## src/rtl/tick_gen_pkg.sv

```systemverilog
// Shared types and default constants for the tick generator.
package tick_gen_pkg;

  localparam int unsigned DefaultCntW = 16;
  localparam int unsigned DefaultDiv  = 3;

  typedef enum logic [0:0] {
    StIdle,
    StRun
  } tick_state_e;

endpackage

```

## src/rtl/div_counter.sv

```systemverilog
// Divide counter: counts while enabled, wraps to 0 after reaching limit.
// wrap is decoded from the count register and the enable only.
module div_counter #(
  parameter int unsigned CNT_W = 16
) (
  input  logic             clk,
  input  logic             reset,
  input  logic             clr,
  input  logic             en,
  input  logic [CNT_W-1:0] limit,
  output logic             wrap
);

  logic [CNT_W-1:0] cnt_q, cnt_d;

  // Next count: clear wins, otherwise count up and wrap at limit.
  always_comb begin
    cnt_d = cnt_q;
    wrap  = en && (cnt_q == limit);
    if (clr) begin
      cnt_d = '0;
    end else if (en) begin
      cnt_d = wrap ? '0 : cnt_q + CNT_W'(1);
    end
  end

  // Count register.
  always_ff @(posedge clk) begin
    if (reset) begin
      cnt_q <= '0;
    end else begin
      cnt_q <= cnt_d;
    end
  end

endmodule

```

## src/rtl/tick_gen_ctrl.sv

```systemverilog
// Programmable tick generator with IDLE/RUN control and a shadowed divisor.
// A divisor loaded while running takes effect right after the next tick.
// Build option: define TICK_GEN_CTRL_SQUARE_EN to add the slow_clk output.
module tick_gen_ctrl
  import tick_gen_pkg::*;
#(
  parameter int unsigned CNT_W       = DefaultCntW,
  parameter int unsigned DEFAULT_DIV = DefaultDiv
) (
  input  logic             clk,
  input  logic             reset,
  input  logic             start,
  input  logic             stop,
  input  logic             load,
  input  logic [CNT_W-1:0] div_val,
  output logic             load_ready,
  output logic             tick,
  output logic             running,
  output logic [7:0]       tick_count
`ifdef TICK_GEN_CTRL_SQUARE_EN
  ,
  output logic             slow_clk
`endif
);

  tick_state_e      state_q, state_d;
  logic [CNT_W-1:0] div_q, div_d;
  logic [CNT_W-1:0] shadow_q, shadow_d;
  logic             pending_q, pending_d;
  logic [7:0]       tick_count_q, tick_count_d;
  logic             start_acc, stop_acc, load_acc, cnt_clr, wrap;

  // Control FSM: stop has priority over start.
  always_comb begin
    state_d   = state_q;
    start_acc = 1'b0;
    stop_acc  = 1'b0;
    unique case (state_q)
      StIdle: begin
        if (start && !stop) begin
          state_d   = StRun;
          start_acc = 1'b1;
        end
      end
      StRun: begin
        if (stop) begin
          state_d  = StIdle;
          stop_acc = 1'b1;
        end
      end
      default: state_d = StIdle;
    endcase
  end

  assign cnt_clr    = start_acc | stop_acc;
  assign running    = (state_q == StRun);
  assign load_ready = (state_q == StIdle) || !pending_q;
  assign load_acc   = load && load_ready;
  assign tick       = wrap;
  assign tick_count = tick_count_q;

  div_counter #(
    .CNT_W(CNT_W)
  ) u_div_counter (
    .clk  (clk),
    .reset(reset),
    .clr  (cnt_clr),
    .en   (running),
    .limit(div_q),
    .wrap (wrap)
  );

  // Divisor update: direct in IDLE, via shadow in RUN, flushed on stop.
  always_comb begin
    div_d        = div_q;
    shadow_d     = shadow_q;
    pending_d    = pending_q;
    tick_count_d = tick_count_q;
    if (state_q == StIdle) begin
      if (load_acc) begin
        div_d = div_val;
      end
    end else if (stop_acc) begin
      // A load accepted on the stop edge is newest, so it wins over the shadow.
      if (load_acc) begin
        div_d = div_val;
      end else if (pending_q) begin
        div_d = shadow_q;
      end
      pending_d = 1'b0;
    end else begin
      if (wrap && pending_q) begin
        div_d     = shadow_q;
        pending_d = 1'b0;
      end
      // load_acc implies pending_q was clear, so this never clashes with the copy.
      if (load_acc) begin
        shadow_d  = div_val;
        pending_d = 1'b1;
      end
    end
    if (start_acc) begin
      tick_count_d = '0;
    end else if (tick) begin
      tick_count_d = tick_count_q + 8'd1;
    end
  end

  // State and divisor registers.
  always_ff @(posedge clk) begin
    if (reset) begin
      state_q      <= StIdle;
      div_q        <= CNT_W'(DEFAULT_DIV);
      shadow_q     <= '0;
      pending_q    <= 1'b0;
      tick_count_q <= '0;
    end else begin
      state_q      <= state_d;
      div_q        <= div_d;
      shadow_q     <= shadow_d;
      pending_q    <= pending_d;
      tick_count_q <= tick_count_d;
    end
  end

`ifdef TICK_GEN_CTRL_SQUARE_EN
  logic slow_q;

  // Square wave: toggle on every tick; used as data only.
  always_ff @(posedge clk) begin
    if (reset) begin
      slow_q <= 1'b0;
    end else if (tick) begin
      slow_q <= ~slow_q;
    end
  end

  assign slow_clk = slow_q;
`endif

endmodule

```

## config.mk

```make
export PLATFORM = sky130hd
export DESIGN_NAME = tick_gen_ctrl
export DESIGN_NICKNAME = d
export VERILOG_FILES = /design/src/rtl/tick_gen_pkg.sv /design/src/rtl/div_counter.sv /design/src/rtl/tick_gen_ctrl.sv
export SDC_FILE = /design/constraint.sdc
export NUM_CORES = 1
export LEC_CHECK = 0
export ABC_AREA = 1
export CAP_MARGIN = 10
export CORE_UTILIZATION = 45
export CTS_BUF_LIST = sky130_fd_sc_hd__clkbuf_4
export DETAILED_ROUTE_END_ITERATION = 10
export GPL_TIMING_DRIVEN = 0
export MAX_ROUTING_LAYER = met4
export PLACE_DENSITY = 0.65
export SLEW_MARGIN = 20
export SYNTH_ARGS = -nofsm -noshare
export SYNTH_HDL_FRONTEND = slang
export SYNTH_HIERARCHICAL = 1
export SYNTH_SLANG_ARGS = --single-unit
export TNS_END_PERCENT = 30
```

## constraint.sdc

```tcl
create_clock -name clk -period 2.19 [get_ports clk]
set_input_delay 0.438 -clock clk [delete_from_list [all_inputs] [get_ports clk]]
set_output_delay 0.438 -clock clk [all_outputs]
set_load 0.01 [all_outputs]
```

==> load_flow_metrics.sql, run 1 <==
INSERT INTO impl_metrics (metric_group, metric, value, unit) VALUES
('run_status', 'status', 'complete, no violations', ''),
('logic_synthesis', 'post_synth_inst_count', '492', ''),
('floorplan', 'design.die.area', '7480', 'sq um'),
('clocking', 'cts_buffers', '9', ''),
('logic_synthesis', 'yosysSeqAreaShare', '0.3615', ''),
('clocking', 'clk_latency', '410', 'ps'),
('critical_path', 'worst_setup_path_end_kind', 'output pin', ''),
('placement', 'post-place-cells', '619', ''),
('timing', 'slew-limit-headroom', '0.6656', ''),
('pwr', 'switchingPower', '0.0005957', 'W'),
('clocking', 'number_of_sinks_on_the_clock_net', '58', ''),
('critical_path', 'cpMaxStageDelayCell', 'dfxtp_4', ''),
('critical_path', 'timing.rr.end', 'div_q[15]', ''),
('clocking', 'cts_hold_buffers', '0', ''),
('timing', 'timing.setup.tns', '0', 'ps'),
('critical_path', 'setup.worst_path.class', 'reg -> out', ''),
('grt', 'overflow', '0', ''),
('routing', 'drtIter0Drc', '118', ''),
('final_layout', 'post_route_cells_drive_above_1_share', '0.1526', ''),
('clocking', 'ctsHtreeMaxLevel', '3', ''),
('critical_path', 'setup.worst_path.start', 'u_div_counter/cnt_q[5]', ''),
('timing', 'finalWorstPathRequiredPeriod', '2079', 'ps'),
('timing', 'tightest_slew', '499.7', 'ps'),
('final_layout', 'diodes_inserted', '0', ''),
('min_path', 'whs_path_depth', '2', ''),
('critical_path', 'worst_r2r_path_depth', '15', ''),
('critical_path', 'critical_path_peak_fanout', '3', ''),
('placement', 'place_congestion', '0.8924', ''),
('grt', 'antenna_found_initial', '0', ''),
('logic_synthesis', 'synth_compound_gate_area_share', '0.06661', ''),
('floorplan', 'chipWidth', '86.49', 'um'),
('critical_path', 'worst_path_most_repeated_cell', 'nand2_1', ''),
('routing', 'drt-pass1-iter-count', '4', ''),
('pwr', 'power_switching_share', '0.2589', ''),
('timing', 'final-max-slew-violation-count', '0', ''),
('logic_synthesis', 'syn_nets', '515', ''),
('logic_synthesis', 'postSynthAreaPerCell', '6.528', 'sq um'),
('critical_path', 'reg2reg_slack', '140', 'ps'),
('final_layout', 'syn2layout_area_growth', '21.35', '%'),
('clocking', 'cts.root.buffer_cell', 'clkbuf_4', ''),
('placement', 'post_dp_cell_area', '3642', 'sq um'),
('floorplan', 'starting_density', '0.4701', ''),
('logic_synthesis', 'yosys_warnings', '6', ''),
('critical_path', 'cp-start-kind', 'flop', ''),
('routing', 'detail_route.drc_violations', '0', ''),
('floorplan', 'die_h', '86.49', 'um'),
('final_layout', 'finish.instance_area', '3897', 'sq um'),
('final_layout', 'layout.cells.most_common_list', '122 x nand2_1, 69 x inv_1, 65 x nor2_1, 46 x nand3_1, 40 x dfxtp_1', ''),
('critical_path', 'cp-endpoint', 'tick', ''),
('timing', 'worst_hold_slack', '494.8', 'ps'),
('logic_synthesis', 'area_fraction_in_and_or_nand_and_nor_cells_after_synthesis', '0.4086', ''),
('critical_path', 'crit_arrival', '1640', 'ps'),
('pwr', 'power_report.internal_total', '0.001705', 'W'),
('logic_synthesis', 'yosys_register_bits', '58', ''),
('clocking', 'clock_tree.buffer_depth', '2', ''),
('critical_path', 'worst_ep_required_time', '1750', 'ps'),
('grt', 'first_global_vias', '2757', ''),
('timing', 'fin_worst_skew', '9.405', 'ps'),
('pwr', 'power-per-cell-area', '590.3', 'nW/um^2'),
('final_layout', 'mostFrequentLayoutCell', 'nand2_1', ''),
('floorplan', 'boundaryPins', '32', ''),
('timing', 'final.period_utilization', '0.9492', ''),
('floorplan', 'row_count', '30', ''),
('pwr', 'cellLeakagePower', '1.762', 'nW'),
('clocking', 'cts_tree', 'yes', ''),
('logic_synthesis', 'synth_top_family_by_area', 'simple AND/OR/NAND/NOR gates', ''),
('logic_synthesis', 'synthXorXnorAreaFrac', '0.02727', ''),
('placement', 'port_buffers', '31', ''),
('timing', 'clock.fmax', '481.1', 'MHz'),
('logic_synthesis', 'synth_mux_area_frac', '0.003116', ''),
('grt', 'grt_first_pass_wirelength', '12320', 'um');
cell usage after synthesis:
cell type	number	area share
dfxtp_1	58	0.36
nor2_4	1	0.0035
nand3_1	46	0.072
nor2_1	66	0.077
xnor2_1	2	0.0055
a21oi_1	9	0.014
nand3_2	2	0.0062
xor2_1	8	0.022
o21bai_1	1	0.0023
nand4_1	6	0.012
nand4_4	1	0.0066
clkbuf_1	3	0.0035
buf_1	1	0.0012
buf_4	2	0.0047
a211oi_1	1	0.0023
nand4_2	1	0.0039
or2_1	1	0.0019
buf_6	2	0.0070
nand2_4	2	0.0070
nor4_1	1	0.0019
inv_1	71	0.083
clkinv_1	7	0.0082
buf_2	5	0.0078
nand3b_1	14	0.033
o211ai_1	2	0.0047
nand2_1	124	0.14
buf_12	1	0.0062
mux2i_1	1	0.0031
nor2_2	11	0.021
a21oi_2	1	0.0027
o21ai_0	26	0.041
nor3b_1	1	0.0023
nor3_1	5	0.0078
ha_1	2	0.0078
inv_2	3	0.0035
nand2_2	4	0.0078
area by class of cell:
type,instances,area (sq um)
fillers,683,2934
well taps,96,120.1
clock buffers,11,82.58
inverters,81,304.0
clock inverters,5,78.83
plain buffers,14,100.1
flip-flops and latches,58,1194
multi-input cells,339,1675
repair buffers,36,342.8
registers in the layout, indices dropped and copies added (netlist names):
| name | count |
|---|---|
| div_q | 16 |
| shadow_q | 16 |
| u_div_counter/cnt_q | 16 |
| tick_count | 8 |
| pending_q | 1 |
| running | 1 |
cell families (layout without fill, tap and decap cells):
kind of cell               count (synthesis)  after routing
AOI/OAI and AO/OA                         40             40
xor gates and xnor gates                  10             10
adders and majority gates                  2              2
buffers and inverters                     95            147
DFF                                       58             58
muxes                                      1              1
and+or+nand+nor                          286            286
stage by stage:
step | power (W) | worst slack (ps)
5_1_grt | 0.002421 | -60.75
6_report | 0.002301 | 111.2
3_3_place_gp | 0.001431 | -173.8
3_5_place_dp | 0.001435 | -186.3
4_1_cts | 0.002338 | 35.55
2_1_floorplan | 0.001337 | 229.4
layer usage:
| metal | share of wire | vias up | GRT usage |
|---|---|---|---|
| li1 | - | 1622 | - |
| met1 | 0.48 | 1362 | 0.2742 |
| met2 | 0.46 | 57 | 0.3485 |
| met3 | 0.043 | 9 | 0.05714 |
| met4 | 0.013 | 0 | 0.06515 |
| met5 | 0 | - | - |
worst min-delay path by stage:
stage	slack (ps)	to	from
floorplan	460	shadow_q[10]	shadow_q[10]
global placement	460	shadow_q[10]	shadow_q[10]
detailed placement	470	shadow_q[3]	shadow_q[3]
CTS	500	shadow_q[12]	shadow_q[12]
global route	520	shadow_q[8]	shadow_q[8]
finish	490	shadow_q[7]	shadow_q[7]
critical path, delay by kind of cell, from the launching register on:
| kind | cells | cell delay [ps] |
|---|---|---|
| buf+inv | 2 | 200 |
| flops | 1 | 370 |
| simple gates | 7 | 670 |
power by group through the flow:
stage,Combinational [W],Sequential [W],Clock (W)
4_1_cts,0.000294,0.00112,0.000924
5_1_grt,0.000340,0.00112,0.000958
6_report,0.000299,0.00112,0.000884
3_3_place_gp,0.000288,0.00114,0
3_5_place_dp,0.000291,0.00114,0
2_1_floorplan,0.000204,0.00113,0
what timing repair did:
action,in CTS,in global routing
gates resized for setup,12,24
gates cloned,0,0
setup buffers,0,5
pin swaps,1,6
endpoints found under the setup margin,22,18
Note: power is estimated with default switching activity, not from simulation.
==> run 2: changes to the inputs <==
--- a/config.mk
+++ b/config.mk
@@ -13,7 +13,6 @@
 export GPL_TIMING_DRIVEN = 0
 export MAX_ROUTING_LAYER = met4
 export PLACE_DENSITY = 0.65
-export SLEW_MARGIN = 20
 export SYNTH_ARGS = -nofsm -noshare
 export SYNTH_HDL_FRONTEND = slang
 export SYNTH_HIERARCHICAL = 1
==> results of run 2 <==
Same layout as run 1: the final DEF is identical, and so are final timing and power.
==> run 3: changes to the inputs <==
--- a/config.mk
+++ b/config.mk
@@ -10,9 +10,9 @@
 export CORE_UTILIZATION = 45
 export CTS_BUF_LIST = sky130_fd_sc_hd__clkbuf_4
 export DETAILED_ROUTE_END_ITERATION = 10
+export DONT_BUFFER_PORTS = 1
 export GPL_TIMING_DRIVEN = 0
 export MAX_ROUTING_LAYER = met4
-export PLACE_DENSITY = 0.65
 export SYNTH_ARGS = -nofsm -noshare
 export SYNTH_HDL_FRONTEND = slang
 export SYNTH_HIERARCHICAL = 1
==> run 3 against run 2 <==
Sequential power hardly changed. Cell count shrank 4.1%. First-iteration DRC count shrank 17%. Via count down 4.4%. Wire length decreased by 0.24%. Global-route usage barely moved. Clock skew is 9.2 ps higher. Critical path depth rose by 4. Clock power is 17% higher. Combinational power is 10% lower. Utilization is 3.0 points lower. Critical path type is now reg -> reg. Critical endpoint is now div_q[4]. Largest cell class unchanged. Highest routed layer unchanged.
==> load_flow_metrics.sql, run 3 (synthesized netlist as in run 1, its figures left out) <==
INSERT INTO impl_metrics (metric_group, metric, value, unit) VALUES
('run_status', 'status', 'complete, no violations', ''),
('routing', 'drtIter0Drc', '98', ''),
('critical_path', 'reg2reg_slack', '100', 'ps'),
('routing', 'via_per_inst', '4.749', ''),
('grt', 'overflow', '0', ''),
('pwr', 'switchingPower', '0.0006222', 'W'),
('timing', 'clock.fmax', '477.4', 'MHz'),
('clocking', 'number_of_sinks_on_the_clock_net', '58', ''),
('min_path', 'min_from', 'reset', ''),
('routing', 'final_routed_wirelength', '7363', 'um'),
('placement', 'dp_hpwl', '5410', 'um'),
('final_layout', 'fillCellCount', '740', ''),
('critical_path', 'worst_r2r_path_depth', '13', ''),
('final_layout', 'layout.cells.most_common_list', '120 x nand2_1, 69 x inv_1, 65 x nor2_1, 46 x nand3_1, 42 x dfxtp_1', ''),
('grt', 'first_global_vias', '2708', ''),
('grt', 'antenna_found_initial', '0', ''),
('floorplan', 'starting_density', '0.4701', ''),
('floorplan', 'die_h', '86.49', 'um'),
('critical_path', 'worstReg2RegStart', 'div_q[9]', ''),
('placement', 'place_congestion', '0.8848', ''),
('pwr', 'portion_of_total_power_attributed_to_the_clock_network', '0.425', ''),
('clocking', 'cts_hold_buffers', '0', ''),
('final_layout', 'fin_util', '0.5408', ''),
('clocking', 'clkSlewWorstSetupHoldPaths', '110', 'ps'),
('timing', 'hold_violations', '0', ''),
('critical_path', 'critical_path_peak_fanout', '7', ''),
('critical_path', 'worst_ep_required_time', '2510', 'ps'),
('pwr', 'finalPower', '0.002412', 'W'),
('floorplan', 'design.die.area', '7480', 'sq um'),
('clocking', 'cts_buffers', '9', ''),
('timing', 'report.final.setup_viol', '0', ''),
('final_layout', 'register_area', '1189', 'sq um'),
('placement', 'pre_cts_worst_setup_slack', '-397.4', 'ps'),
('grt', 'grt_util_all_layers', '0.2195', ''),
('floorplan', 'boundaryPins', '32', ''),
('pwr', 'power_report.internal_total', '0.001789', 'W'),
('floorplan', 'placeableCoreArea', '6832', 'sq um'),
('min_path', 'hold_class', 'in -> reg', ''),
('timing', 'postLayoutSetupSlackWorst', '95.21', 'ps'),
('critical_path', 'worst_setup_path_end_kind', 'flop', ''),
('pwr', 'irDropWorstVdd', '0.4144', 'mV'),
('timing', 'final.period_utilization', '0.9565', ''),
('pwr', 'p_comb_frac', '0.111', ''),
('clocking', 'clock_tree.buffer_depth', '2', ''),
('final_layout', 'reg_top3', 'div_q x16, shadow_q x16, u_div_counter/cnt_q x16', ''),
('routing', 'routed-via-count', '2916', ''),
('routing', 'detail_route.drc_violations', '0', ''),
('pwr', 'power_switching_share', '0.2580', ''),
('routing', 'ant_nets', '0', ''),
('pwr', 'cellLeakagePower', '1.684', 'nW'),
('timing', 'tightest_slew', '465.0', 'ps'),
('timing', 'fin_worst_skew', '18.56', 'ps'),
('placement', 'port_buffers', '0', ''),
('min_path', 'worst_hold_path.endpoint', 'pending_q', ''),
('final_layout', 'mostFrequentLayoutCell', 'nand2_1', ''),
('critical_path', 'cp-start-kind', 'flop', ''),
('clocking', 'cts_tree', 'yes', ''),
('pwr', 'power-per-cell-area', '652.7', 'nW/um^2'),
('routing', 'detail_route.wl_per_cell', '11.99', 'um'),
('routing', 'drt-pass1-iter-count', '4', ''),
('timing', 'slew-limit-headroom', '0.6888', ''),
('timing', 'finalWorstPathRequiredPeriod', '2095', 'ps'),
('final_layout', 'finish.instance_area', '3695', 'sq um'),
('clocking', 'cts.root.buffer_cell', 'clkbuf_4', ''),
('final_layout', 'diodes_inserted', '0', ''),
('min_path', 'whs_path_depth', '1', ''),
('timing', 'final-max-slew-violation-count', '0', ''),
('final_layout', 'nNetsFinal', '536', ''),
('clocking', 'ctsHtreeMaxLevel', '3', ''),
('floorplan', 'row_count', '30', ''),
('timing', 'worst_hold_slack', '76.50', 'ps'),
('placement', 'post_dp_cell_area', '3332', 'sq um'),
('final_layout', 'syn2layout_area_growth', '15.04', '%'),
('critical_path', 'crit_arrival', '2410', 'ps'),
('floorplan', 'chipWidth', '86.49', 'um'),
('final_layout', 'post_route_cells_drive_above_1_share', '0.1680', ''),
('critical_path', 'timing.rr.end', 'div_q[4]', ''),
('critical_path', 'setup.worst_path.class', 'reg -> reg', ''),
('job', 'max_cap_violations', '0', ''),
('clocking', 'clk_latency', '410', 'ps'),
('final_layout', 'multi_input_area', '1685', 'sq um'),
('grt', 'grt_first_pass_wirelength', '12230', 'um'),
('grt', 'grt_start_max_net_pins', '12', ''),
('pwr', 'seq_power_share', '0.464', '');
run 3: power groups by stage:
stage                     combinational [W]  clock, W  sequential [W]
after floorplan                    0.000204         0         0.00113
after CTS                          0.000251   0.00106         0.00112
final                              0.000268   0.00103         0.00112
after global placement             0.000246         0         0.00114
after global routing               0.000304   0.00110         0.00112
after detailed placement           0.000246         0         0.00114
run 3: final cells by class:
class / instances / area share
Multi-Input combinational cell: 339 / 0.4561
Sequential cell: 58 / 0.3217
Inverter: 81 / 0.08229
Tap cell: 96 / 0.03251
Clock inverter: 6 / 0.03115
Buffer: 14 / 0.02980
Timing Repair Buffer: 10 / 0.02608
Clock buffer: 10 / 0.02032
run 3: worst max-delay path: stages, from the launching register on:
cell	delay [ps]
dfxtp_1	400
inv_1	60
nand2_1	50
nand2_1	90
nor4_2	240
nand2_1	130
nor2_4	210
buf_6	170
nand4_4	150
nand2_4	160
buf_6	120
nand3_1	100
nand2_1	80
inv_1	30
run 3: what timing repair did:
item,4_1_cts,5_1_grt
gates cloned,0,1
pin swaps,0,3
endpoints found under the setup margin,22,18
resized for setup,9,28
buffers inserted,0,9
run 3: through the flow:
stage,instances,TNS [ps]
final,614,0
after floorplan,492,0
after CTS,604,0
after global routing,614,-537.9
after global placement,588,-5675
after detailed placement,588,-5999
run 3: worst max-delay path by stage:
| stage | from | endpoint | slack (ps) | cells after the start |
|---|---|---|---|---|
| after floorplan | u_div_counter/cnt_q[12] | div_q[10] | 230 | 13 |
| after global placement | running | div_q[11] | -390 | 11 |
| after detailed placement | running | div_q[11] | -400 | 11 |
| after CTS | div_q[11] | div_q[15] | 40 | 15 |
| after global routing | div_q[9] | div_q[3] | -50 | 13 |
| final | div_q[9] | div_q[4] | 100 | 13 |
run 3: layer usage:
metal / share of wire / track usage
met3: 0.051 / 0.07143
met1: 0.49 / 0.2753
met4: 0.011 / 0.05909
met5: 0 / -
met2: 0.45 / 0.3398
